File: src/rtl/conv_sched_pkg.sv
// Shared definitions for the layer scheduler: FSM state encoding and the
// descriptor word layout {map_size, out_ch, in_ch}.
package conv_sched_pkg;

  localparam int ST_IDLE  = 0;
  localparam int ST_LOAD  = 1;
  localparam int ST_START = 2;
  localparam int ST_RUN   = 3;
  localparam int ST_DONE  = 4;

  typedef enum logic [2:0] {
    IDLE  = 3'(ST_IDLE),
    LOAD  = 3'(ST_LOAD),
    START = 3'(ST_START),
    RUN   = 3'(ST_RUN),
    DONE  = 3'(ST_DONE)
  } sched_state_t;

  localparam int DESC_W     = 32;
  localparam int CH_W       = 8;
  localparam int MAP_W      = 16;
  localparam int IN_CH_LSB  = 0;
  localparam int OUT_CH_LSB = 8;
  localparam int MAP_LSB    = 16;

  function automatic logic [CH_W-1:0] desc_in_ch(input logic [DESC_W-1:0] d);
    return d[IN_CH_LSB +: CH_W];
  endfunction

  function automatic logic [CH_W-1:0] desc_out_ch(input logic [DESC_W-1:0] d);
    return d[OUT_CH_LSB +: CH_W];
  endfunction

  function automatic logic [MAP_W-1:0] desc_map_size(input logic [DESC_W-1:0] d);
    return d[MAP_LSB +: MAP_W];
  endfunction

endpackage

File: src/rtl/conv_layer_sched_if.sv
// Host/config, weight BIU and MAC-control signals of the layer scheduler.
// master = environment side, slave = scheduler side.
interface conv_layer_sched_if #(
  parameter int LAW = 4
);
  logic           cfg_wen;
  logic [LAW-1:0] cfg_waddr;
  logic [31:0]    cfg_wdata;
  logic           cfg_err;
  logic [LAW:0]   layer_num;
  logic           sched_start;
  logic           sched_busy;
  logic           sched_done;
  logic [LAW-1:0] cur_layer;
  logic           wload_req;
  logic [LAW-1:0] wload_layer;
  logic           wload_ack;
  logic           conv_start;
  logic [7:0]     in_ch;
  logic [7:0]     out_ch;
  logic [15:0]    map_size;
  logic           conv_done;
  logic           proto_err;

  modport master (
    output cfg_wen, cfg_waddr, cfg_wdata, layer_num, sched_start, wload_ack, conv_done,
    input  cfg_err, sched_busy, sched_done, cur_layer, wload_req, wload_layer,
           conv_start, in_ch, out_ch, map_size, proto_err
  );

  modport slave (
    input  cfg_wen, cfg_waddr, cfg_wdata, layer_num, sched_start, wload_ack, conv_done,
    output cfg_err, sched_busy, sched_done, cur_layer, wload_req, wload_layer,
           conv_start, in_ch, out_ch, map_size, proto_err
  );
endinterface

File: src/rtl/conv_sched_desc_rf.sv
// Per-layer descriptor table: flop register file with async clear,
// one write port and one combinational read port.
module conv_sched_desc_rf
  import conv_sched_pkg::*;
#(
  parameter int LAYER_MAX = 16,
  parameter int LAW       = 4
) (
  input  logic              clk,
  input  logic              rst,
  input  logic              we,
  input  logic [LAW-1:0]    waddr,
  input  logic [DESC_W-1:0] wdata,
  input  logic [LAW-1:0]    raddr,
  output logic [DESC_W-1:0] rdata
);

  logic [DESC_W-1:0] mem [LAYER_MAX];

  always_ff @(posedge clk or posedge rst) begin
    if (rst) begin
      for (int i = 0; i < LAYER_MAX; i++) mem[i] <= '0;
    end else if (we) begin
      mem[waddr] <= wdata;
    end
  end

  assign rdata = mem[raddr];

endmodule

File: src/rtl/conv_layer_sched.sv
// Layer scheduler: walks the descriptor table, requesting a weight preload
// and then a MAC-array conv run for each layer in turn.
module conv_layer_sched
  import conv_sched_pkg::*;
#(
  parameter int LAYER_MAX = 16,
  parameter int LAW       = 4
) (
  input  logic               clk,
  input  logic               rst,
  conv_layer_sched_if.slave  bus
);

  sched_state_t      state, state_nxt;
  logic [LAW-1:0]    cur_layer;
  logic [LAW:0]      n_layers;
  logic              busy;
  logic              cfg_err;
  logic              proto_err;
  logic [CH_W-1:0]   in_ch, out_ch;
  logic [MAP_W-1:0]  map_size;

  logic              addr_ok;
  logic              rf_we;
  logic [LAW-1:0]    rd_idx;
  logic [DESC_W-1:0] rd_desc;
  logic              last_layer;
  logic              start_ok;
  logic              advance;

  assign addr_ok    = ({1'b0, bus.cfg_waddr} < (LAW+1)'(LAYER_MAX));
  assign rf_we      = bus.cfg_wen && (state == IDLE) && addr_ok;
  assign last_layer = ({1'b0, cur_layer} == (n_layers - 1'b1));
  assign start_ok   = (state == IDLE) && bus.sched_start && (bus.layer_num != '0);
  assign advance    = (state == RUN) && bus.conv_done && !last_layer;
  // Read port looks ahead to the layer about to be loaded so params update with the state change
  assign rd_idx     = (state == RUN) ? cur_layer + 1'b1 : '0;

  conv_sched_desc_rf #(
    .LAYER_MAX (LAYER_MAX),
    .LAW       (LAW)
  ) u_desc_rf (
    .clk   (clk),
    .rst   (rst),
    .we    (rf_we),
    .waddr (bus.cfg_waddr),
    .wdata (bus.cfg_wdata),
    .raddr (rd_idx),
    .rdata (rd_desc)
  );

  always_comb begin
    state_nxt = state;
    case (state)
      IDLE:    if (bus.sched_start) state_nxt = (bus.layer_num == '0) ? DONE : LOAD;
      LOAD:    if (bus.wload_ack) state_nxt = START;
      START:   state_nxt = RUN;
      RUN:     if (bus.conv_done) state_nxt = last_layer ? DONE : LOAD;
      DONE:    state_nxt = IDLE;
      default: state_nxt = IDLE;
    endcase
  end

  always_ff @(posedge clk or posedge rst) begin
    if (rst) begin
      state     <= IDLE;
      cur_layer <= '0;
      n_layers  <= '0;
      busy      <= 1'b0;
      cfg_err   <= 1'b0;
      proto_err <= 1'b0;
      in_ch     <= '0;
      out_ch    <= '0;
      map_size  <= '0;
    end else begin
      state   <= state_nxt;
      cfg_err <= bus.cfg_wen && ((state != IDLE) || !addr_ok);
      if ((bus.conv_done && (state != RUN)) || (bus.wload_ack && (state != LOAD)))
        proto_err <= 1'b1;
      if (start_ok) begin
        n_layers  <= (bus.layer_num > (LAW+1)'(LAYER_MAX)) ? (LAW+1)'(LAYER_MAX)
                                                           : bus.layer_num;
        cur_layer <= '0;
        busy      <= 1'b1;
      end
      if (start_ok || advance) begin
        in_ch    <= desc_in_ch(rd_desc);
        out_ch   <= desc_out_ch(rd_desc);
        map_size <= desc_map_size(rd_desc);
      end
      if (advance) cur_layer <= cur_layer + 1'b1;
      if (state == DONE) busy <= 1'b0;
    end
  end

  assign bus.wload_req   = (state == LOAD);
  assign bus.conv_start  = (state == START);
  assign bus.sched_done  = (state == DONE);
  assign bus.sched_busy  = busy;
  assign bus.cur_layer   = cur_layer;
  assign bus.wload_layer = cur_layer;
  assign bus.in_ch       = in_ch;
  assign bus.out_ch      = out_ch;
  assign bus.map_size    = map_size;
  assign bus.cfg_err     = cfg_err;
  assign bus.proto_err   = proto_err;

endmodule

File: src/flat_wrapper.sv
// flat-port wrapper written by rule: the top's interface ports become plain ports
module conv_layer_sched_flat import conv_sched_pkg::*;
#(
  parameter int LAYER_MAX = 16,
  parameter int LAW       = 4
)
  (clk, rst, bus_cfg_wen, bus_cfg_waddr, bus_cfg_wdata, bus_layer_num, bus_sched_start, bus_wload_ack, bus_conv_done, bus_cfg_err, bus_sched_busy, bus_sched_done, bus_cur_layer, bus_wload_req, bus_wload_layer, bus_conv_start, bus_in_ch, bus_out_ch, bus_map_size, bus_proto_err);
  conv_layer_sched_if #(.LAW(LAW)) bus_i ();
  input  logic clk;
  input  logic rst;
  input wire logic [$bits(bus_i.cfg_wen)-1:0] bus_cfg_wen;
  input wire logic [$bits(bus_i.cfg_waddr)-1:0] bus_cfg_waddr;
  input wire logic [$bits(bus_i.cfg_wdata)-1:0] bus_cfg_wdata;
  input wire logic [$bits(bus_i.layer_num)-1:0] bus_layer_num;
  input wire logic [$bits(bus_i.sched_start)-1:0] bus_sched_start;
  input wire logic [$bits(bus_i.wload_ack)-1:0] bus_wload_ack;
  input wire logic [$bits(bus_i.conv_done)-1:0] bus_conv_done;
  output wire logic [$bits(bus_i.cfg_err)-1:0] bus_cfg_err;
  output wire logic [$bits(bus_i.sched_busy)-1:0] bus_sched_busy;
  output wire logic [$bits(bus_i.sched_done)-1:0] bus_sched_done;
  output wire logic [$bits(bus_i.cur_layer)-1:0] bus_cur_layer;
  output wire logic [$bits(bus_i.wload_req)-1:0] bus_wload_req;
  output wire logic [$bits(bus_i.wload_layer)-1:0] bus_wload_layer;
  output wire logic [$bits(bus_i.conv_start)-1:0] bus_conv_start;
  output wire logic [$bits(bus_i.in_ch)-1:0] bus_in_ch;
  output wire logic [$bits(bus_i.out_ch)-1:0] bus_out_ch;
  output wire logic [$bits(bus_i.map_size)-1:0] bus_map_size;
  output wire logic [$bits(bus_i.proto_err)-1:0] bus_proto_err;
  assign bus_i.cfg_wen = bus_cfg_wen;
  assign bus_i.cfg_waddr = bus_cfg_waddr;
  assign bus_i.cfg_wdata = bus_cfg_wdata;
  assign bus_i.layer_num = bus_layer_num;
  assign bus_i.sched_start = bus_sched_start;
  assign bus_i.wload_ack = bus_wload_ack;
  assign bus_i.conv_done = bus_conv_done;
  assign bus_cfg_err = bus_i.cfg_err;
  assign bus_sched_busy = bus_i.sched_busy;
  assign bus_sched_done = bus_i.sched_done;
  assign bus_cur_layer = bus_i.cur_layer;
  assign bus_wload_req = bus_i.wload_req;
  assign bus_wload_layer = bus_i.wload_layer;
  assign bus_conv_start = bus_i.conv_start;
  assign bus_in_ch = bus_i.in_ch;
  assign bus_out_ch = bus_i.out_ch;
  assign bus_map_size = bus_i.map_size;
  assign bus_proto_err = bus_i.proto_err;
  conv_layer_sched #(.LAYER_MAX(LAYER_MAX), .LAW(LAW)) u_core (.clk(clk), .rst(rst), .bus(bus_i));
endmodule
File: config.mk
export PLATFORM = sky130hd
export DESIGN_NAME = conv_layer_sched_flat
export DESIGN_NICKNAME = d
export VERILOG_FILES = /design/src/rtl/conv_sched_pkg.sv /design/src/rtl/conv_layer_sched_if.sv /design/src/rtl/conv_sched_desc_rf.sv /design/src/rtl/conv_layer_sched.sv /design/src/flat_wrapper.sv
export SDC_FILE = /design/constraint.sdc
export NUM_CORES = 1
export LEC_CHECK = 0
export ABC_CLOCK_PERIOD_IN_PS = 13800
export BUFFER_PORTS_ARGS = -buffer_cell sky130_fd_sc_hd__buf_2
export CAP_MARGIN = 5
export CORE_ASPECT_RATIO = 0.8
export CORE_MARGIN = 10
export CORE_UTILIZATION = 50
export DETAILED_ROUTE_END_ITERATION = 8
export GPL_ROUTABILITY_DRIVEN = 1
export HOLD_SLACK_MARGIN = 0.05
export PLACE_DENSITY = 0.69
export SETUP_SLACK_MARGIN = 0.15
export SLEW_MARGIN = 25
export SYNTH_ARGS = -nofsm -noshare
export SYNTH_HDL_FRONTEND = slang
export SYNTH_HIERARCHICAL = 1
export SYNTH_SLANG_ARGS = --single-unit
File: constraint.sdc
create_clock -name clk -period 13.8 [get_ports clk]
set_input_delay 0.69 -clock clk [delete_from_list [all_inputs] [get_ports clk]]
set_output_delay 0.69 -clock clk [all_outputs]
set_load 0.01 [all_outputs]
==> impl_metrics.json, run 1 <==
{
  "critPathTopFamily": "buffers and inverters",
  "synth_seq_cells": 559,
  "hold_violations": 0,
  "cp-start-kind": "flip-flop",
  "syn_area_mm2": 0.0252,
  "path_clk_slew_ns": 0.06,
  "maxSlewHeadroom": 0.288,
  "cpMostUsedCell": "buf_4",
  "synth-edff-count": 0,
  "synth_seq_area_share": 0.555,
  "path_cells": "nand3_1 -> nor2_4 -> buf_4 -> buf_4 -> mux4_2 -> a22oi_1 -> nand2_1 -> mux2_4",
  "yosys-top-cells-area": "dfrtp_1, mux2_2, mux4_2",
  "synth_top_area_cell": "dfrtp_1",
  "antenna_found_initial": 4,
  "slew_viol_final": 0,
  "syn_to_final_growth_pct": 11.8,
  "status": "finished, final reports clean",
  "die_h_um": 221,
  "ys.flop_type": "dfrtp_1",
  "fmax_ghz": 0.248,
  "ir_drop_v": 0.000121,
  "synth.distinct_cells": 45,
  "fin_crit_sh": 0.292,
  "yosys_warnings": 6,
  "ant_nets": 0,
  "endpoint_kind": "flip-flop",
  "synth_fp_nets": 1632,
  "skew_ns": 0.0198,
  "drt_iter0_drc": 985,
  "async_flop_share": 1.00,
  "cts-root-buf": "clkbuf_16",
  "grt_util_all_layers": 0.206,
  "synth_top_cell_area_share": 0.555,
  "grt_overflow": 0,
  "postCtsHoldBufs": 0,
  "dr.pass1.iters": 4,
  "layout_min_cycle_time_ns": 4.03,
  "required_ns": 14.28,
  "die_w_um": 271,
  "setup_tns_ns": 0,
  "postSynthAreaPerCell_um2": 15.9,
  "rsz0062_at_grt": "no",
  "cts_tree": "done",
  "post_cts_buffers": 0,
  "cts_sinks": 559,
  "setup_viol": 0,
  "worst-path-max-fanout": 67,
  "crit_type": "reg2reg",
  "synthMostInstantiatedCell": "dfrtp_1",
  "pin_count": 93,
  "cts_buffer_depth": 3,
  "netlist_instances": 1583,
  "initial_utilization": 0.506,
  "worst_slew_pin_slew_ns": 1.07,
  "cts_buffers": 56,
  "p_leak_uw": 0.0131,
  "post_cts_resized": 0,
  "critPathMaxStageDelay_ns": 0.96,
  "drc": 0,
  "io_buffers": 92,
  "finalPower_uw": 6080,
  "core-area_mm2": 0.0498,
  "yosys-top-cells-count": "dfrtp_1, mux2_2, mux4_2",
  "grt_pass1_wl_um": 94300,
  "dp_hpwl_um": 32900,
  "cp_slowest_cell": "buf_4",
  "critPathBufInv": 2,
  "num_vias": 14045,
  "die_area_mm2": 0.0598,
  "nNetsFinal": 1676,
  "antenna_cells": 0,
  "drt_wl_total_um": 60900,
  "h-tree-depth": 2,
  "grt_max_degree": 178,
  "drt-wirelength-per-cell_um": 25.9,
  "clk_latency_ns": 0.61,
  "grt_pass1_vias": 15131,
  "gp_congestion": 0.734,
  "cp.arrival_ns": 4.51,
  "vias_per_cell": 5.98,
  "powerDensity_mw_per_mm2": 216,
  "rows": 73,
  "drive_gt1_frac": 0.541,
  "worstHoldPathType": "in2async",
  "cap_violations": 0
}
[sequential cells by signal, indices dropped and copies added (netlist names), 3 cells and up]
| name | count |
|---|---|
| u_core/bus.cur_layer | 4 |
| u_core/bus.in_ch | 8 |
| u_core/bus.map_size | 16 |
| u_core/bus.out_ch | 8 |
| u_core/n_layers | 5 |
| u_core/state | 3 |
| u_core/u_desc_rf/mem | 512 |
[cell usage in the layout, fill, tap and decap left out, types with 11 or more instances in the layout]
master,count
dfrtp_1,559
mux2_2,469
mux4_2,128
buf_2,92
a22oi_1,64
mux2_4,59
clkbuf_16,57
nand2_1,43
buf_4,28
mux2_1,17
clkbuf_8,15
clkbuf_1,14
clkinv_2,11
[final cells by class]
class | instances | area (um^2)
clock buffer | 86 | 1690
timing repair buffer | 126 | 781
clock inverter | 19 | 209
inverter | 10 | 41.3
multi-input combinational | 874 | 10600
fill | 3827 | 21600
tap | 675 | 845
sequential | 559 | 14000
[metrics by stage]
stage	hold slack (ns)	instance area [um^2]	util	cells	worst slack, ns
after floorplan	0.452	25200	-	1583	6.16
after global placement	0.464	26200	0.527	2242	9.92
after detailed placement	0.475	26200	0.527	2242	9.86
after CTS	0.312	28100	0.565	2347	9.86
after global routing	0.0714	28200	0.566	2349	9.60
final	0.0722	28200	0.566	2349	9.77
[worst paths after layout]
path	startpoint	end	slack (ns)	cells past startpoint
max reg2reg	u_core/state[1]	u_core/bus.map_size[3]	9.77	8
max	u_core/state[1]	u_core/bus.map_size[3]	9.77	8
min reg2reg	u_core/u_desc_rf/mem[280]	u_core/u_desc_rf/mem[280]	0.49	1
max in group asynchronous	rst	u_core/u_desc_rf/mem[200]	11.65	4
min in group clk	bus_cfg_wen	u_core/bus.cfg_err	0.35	2
min	rst	u_core/u_desc_rf/mem[270]	0.07	2
[cell families after synthesis]
group           count (synthesis)  share of synthesized area
xor+xnor                        5                    0.00174
mux                           674                      0.367
buf+inv                       150                     0.0277
fa+ha+maj                       2                   0.000993
simple gates                  104                     0.0206
compound gates                 89                     0.0263
flops                         559                      0.555
[power by group]
group	total [uW]	switching, uW	internal (uW)
Sequential	2730	378	2350
Clock	1550	635	914
Combinational	1800	684	1120
[layer usage]
layer | share of wire | up-vias | routed length (um) | track usage
li1 | - | 5963 | - | -
met1 | 0.46 | 7661 | 27900 | 0.287
met2 | 0.48 | 319 | 29000 | 0.334
met3 | 0.043 | 102 | 2630 | 0.0315
met4 | 0.022 | 0 | 1330 | 0.0543
met5 | 0 | - | 0 | 0
(Power assumes the default switching activity.)
==> inputs of run 2 (changes only) <==
- ABC_CLOCK_PERIOD_IN_PS: 13800 -> 3840
- PLACE_DENSITY: 0.69 -> 0.67
- clock period: 13.8 -> 3.84 ns (I/O delays scaled with it)
==> run 2 against run 1 <==
Effect of this change: sequential share of layout area decreased by 1.3 points; clock skew decreased by 0.0042 ns; utilization increased by 1.5 points; combinational power increased to 3.6 times the previous value; die area unchanged; sequential power increased to 3.6 times the previous value; cell count increased by 2.3%; setup slack got worse by 9.0 ns; non-clock buffer count increased by 58; largest cell class unchanged; largest power group unchanged; highest routed layer unchanged.
==> impl_metrics.json, run 2 (synthesis results as in run 1) <==
{
  "status": "finished, final reports clean",
  "critPathLaunch": "u_core/state[1]",
  "required_ns": 4.32,
  "gr-usage-met1": 0.286,
  "setup_tns_ns": 0,
  "rsz0062_at_grt": "no",
  "post_cts_buffers": 0,
  "cts_buffers": 56,
  "die_w_um": 271,
  "clk_latency_ns": 0.60,
  "crit_type": "reg2reg",
  "antenna_found_initial": 0,
  "worst_slew_pin_slew_ns": 0.823,
  "skew_ns": 0.0156,
  "rows": 73,
  "fmax_ghz": 0.324,
  "cp-start-kind": "flip-flop",
  "drt_iter0_drc": 819,
  "core-area_mm2": 0.0498,
  "finalPower_uw": 21900,
  "antenna_cells": 0,
  "grt_pass1_vias": 15242,
  "worst-r2r-setup-slack_ns": 0.76,
  "layout_commonest_cell": "dfrtp_1",
  "regMostFlops": "u_core/u_desc_rf/mem",
  "cts_tree": "done",
  "final_util": 0.581,
  "powerDensity_mw_per_mm2": 758,
  "fin_area_mm2": 0.0289,
  "grt_util_met3": 0.0367,
  "num_vias": 14264,
  "final_cell_mix": "dfrtp_1, mux2_2, mux4_2",
  "io_buffers": 92,
  "ir_drop_v": 0.000393,
  "worstHoldPathType": "in2reg",
  "p_leak_uw": 0.0134,
  "pin_count": 93,
  "dp_hpwl_um": 36300,
  "drt_wl_total_um": 60900,
  "cts_buffer_depth": 3,
  "worst-path-max-fanout": 53,
  "rr_startpoint": "u_core/state[1]",
  "dr.pass1.iters": 4,
  "ant_nets": 0,
  "min-delay-start": "bus_cfg_wdata[16]",
  "initial_utilization": 0.506,
  "maxSlewHeadroom": 0.451,
  "syn_to_final_growth_pct": 14.7,
  "cp.arrival_ns": 3.56,
  "nNetsFinal": 1734,
  "h-tree-depth": 2,
  "hold_violations": 0,
  "slew_viol_final": 0,
  "drive_gt1_frac": 0.534,
  "grt_util_all_layers": 0.206,
  "reg.largest.list": "u_core/u_desc_rf/mem (512), u_core/bus.map_size (16)",
  "largest_reg_flops": 512,
  "grt_overflow": 0,
  "cap_violations": 0,
  "layout_min_cycle_time_ns": 3.08,
  "busiest_layer": "met2",
  "grt_max_degree": 118,
  "die_h_um": 221,
  "pre_cts_ws_ns": 0.740,
  "grt_pass1_wl_um": 95000,
  "fin_ws_ns": 0.755,
  "dpl_cell_area_mm2": 0.0266,
  "fin_crit_sh": 0.803,
  "die_area_mm2": 0.0598,
  "cts-root-buf": "clkbuf_16",
  "vias_per_cell": 5.93,
  "gp_congestion": 0.745,
  "drc": 0,
  "endpoint_kind": "flip-flop",
  "cts_sinks": 559,
  "path_clk_slew_ns": 0.06,
  "setup_viol": 0,
  "use_met2": 0.335,
  "drt-wirelength-per-cell_um": 25.3
}
-- run 2: changes by cell type in the layout (fill, tap and decap cells not counted) --
cell and delta:
clkinv_2 +2, buf_12 +19, clkbuf_1 -5, buf_16 -1, clkinv_4 +3, buf_6 -2
clkbuf_8 -2, inv_2 -1, inv_6 -2, dlygate4sd3_1 +42, clkinvlp_4 +2
-- run 2: what timing repair did --
item                      4_1_cts  5_1_grt
hold buffers                   42        0
resized for setup               0        0
hold endpoints to repair      389        0
-- run 2: path summary, 6_finish.rpt --
path,end,cells after the start
hold / removal,u_core/u_desc_rf/mem[208],2
setup reg to reg,u_core/bus.map_size[4],7
min in group asynchronous,u_core/u_desc_rf/mem[205],3
max in group asynchronous,u_core/u_desc_rf/mem[311],4
hold reg to reg,u_core/u_desc_rf/mem[208],1
setup / recovery,u_core/bus.map_size[4],7
-- run 2: metal layers --
metal / wire (um) / vias to the layer above
met4: 1130 / 0
met3: 2670 / 81
met2: 29100 / 289
met5: 0 / -
li1: - / 6098
met1: 28000 / 7796
-- run 2: report_power, final --
part           leakage [uW]  internal (uW)  switching, uW  total, uW
combinational       0.00509           4130           2430       6560
clock              0.000927           3240           2310       5550
sequential          0.00737           8440           1370       9810
total                0.0134          15800           6120      21900
-- run 2: through the flow --
step	cells	hold WS, ns
2_1_floorplan	1583	0.320
3_3_place_gp	2260	0.295
3_5_place_dp	2260	0.295
4_1_cts	2404	0.0534
5_1_grt	2404	0.0908
6_report	2404	0.0806
-- run 2: area by class of cell --
class	count	area [um^2]
fill	3866	20900
sequential	559	14000
multi-input combinational	874	10600
clock buffer	79	1640
timing repair buffer	184	1530
tap	675	845
clock inverter	23	238
inverter	10	42.5
-- run 2: worst max-delay path, cell delays in order, from the launching register on --
cell	delay (ns)
dfrtp_1	0.55
nand3_1	0.35
nor2_4	0.43
buf_12	0.42
mux4_2	0.56
a22oi_1	0.24
nand2_1	0.09
mux2_4	0.25
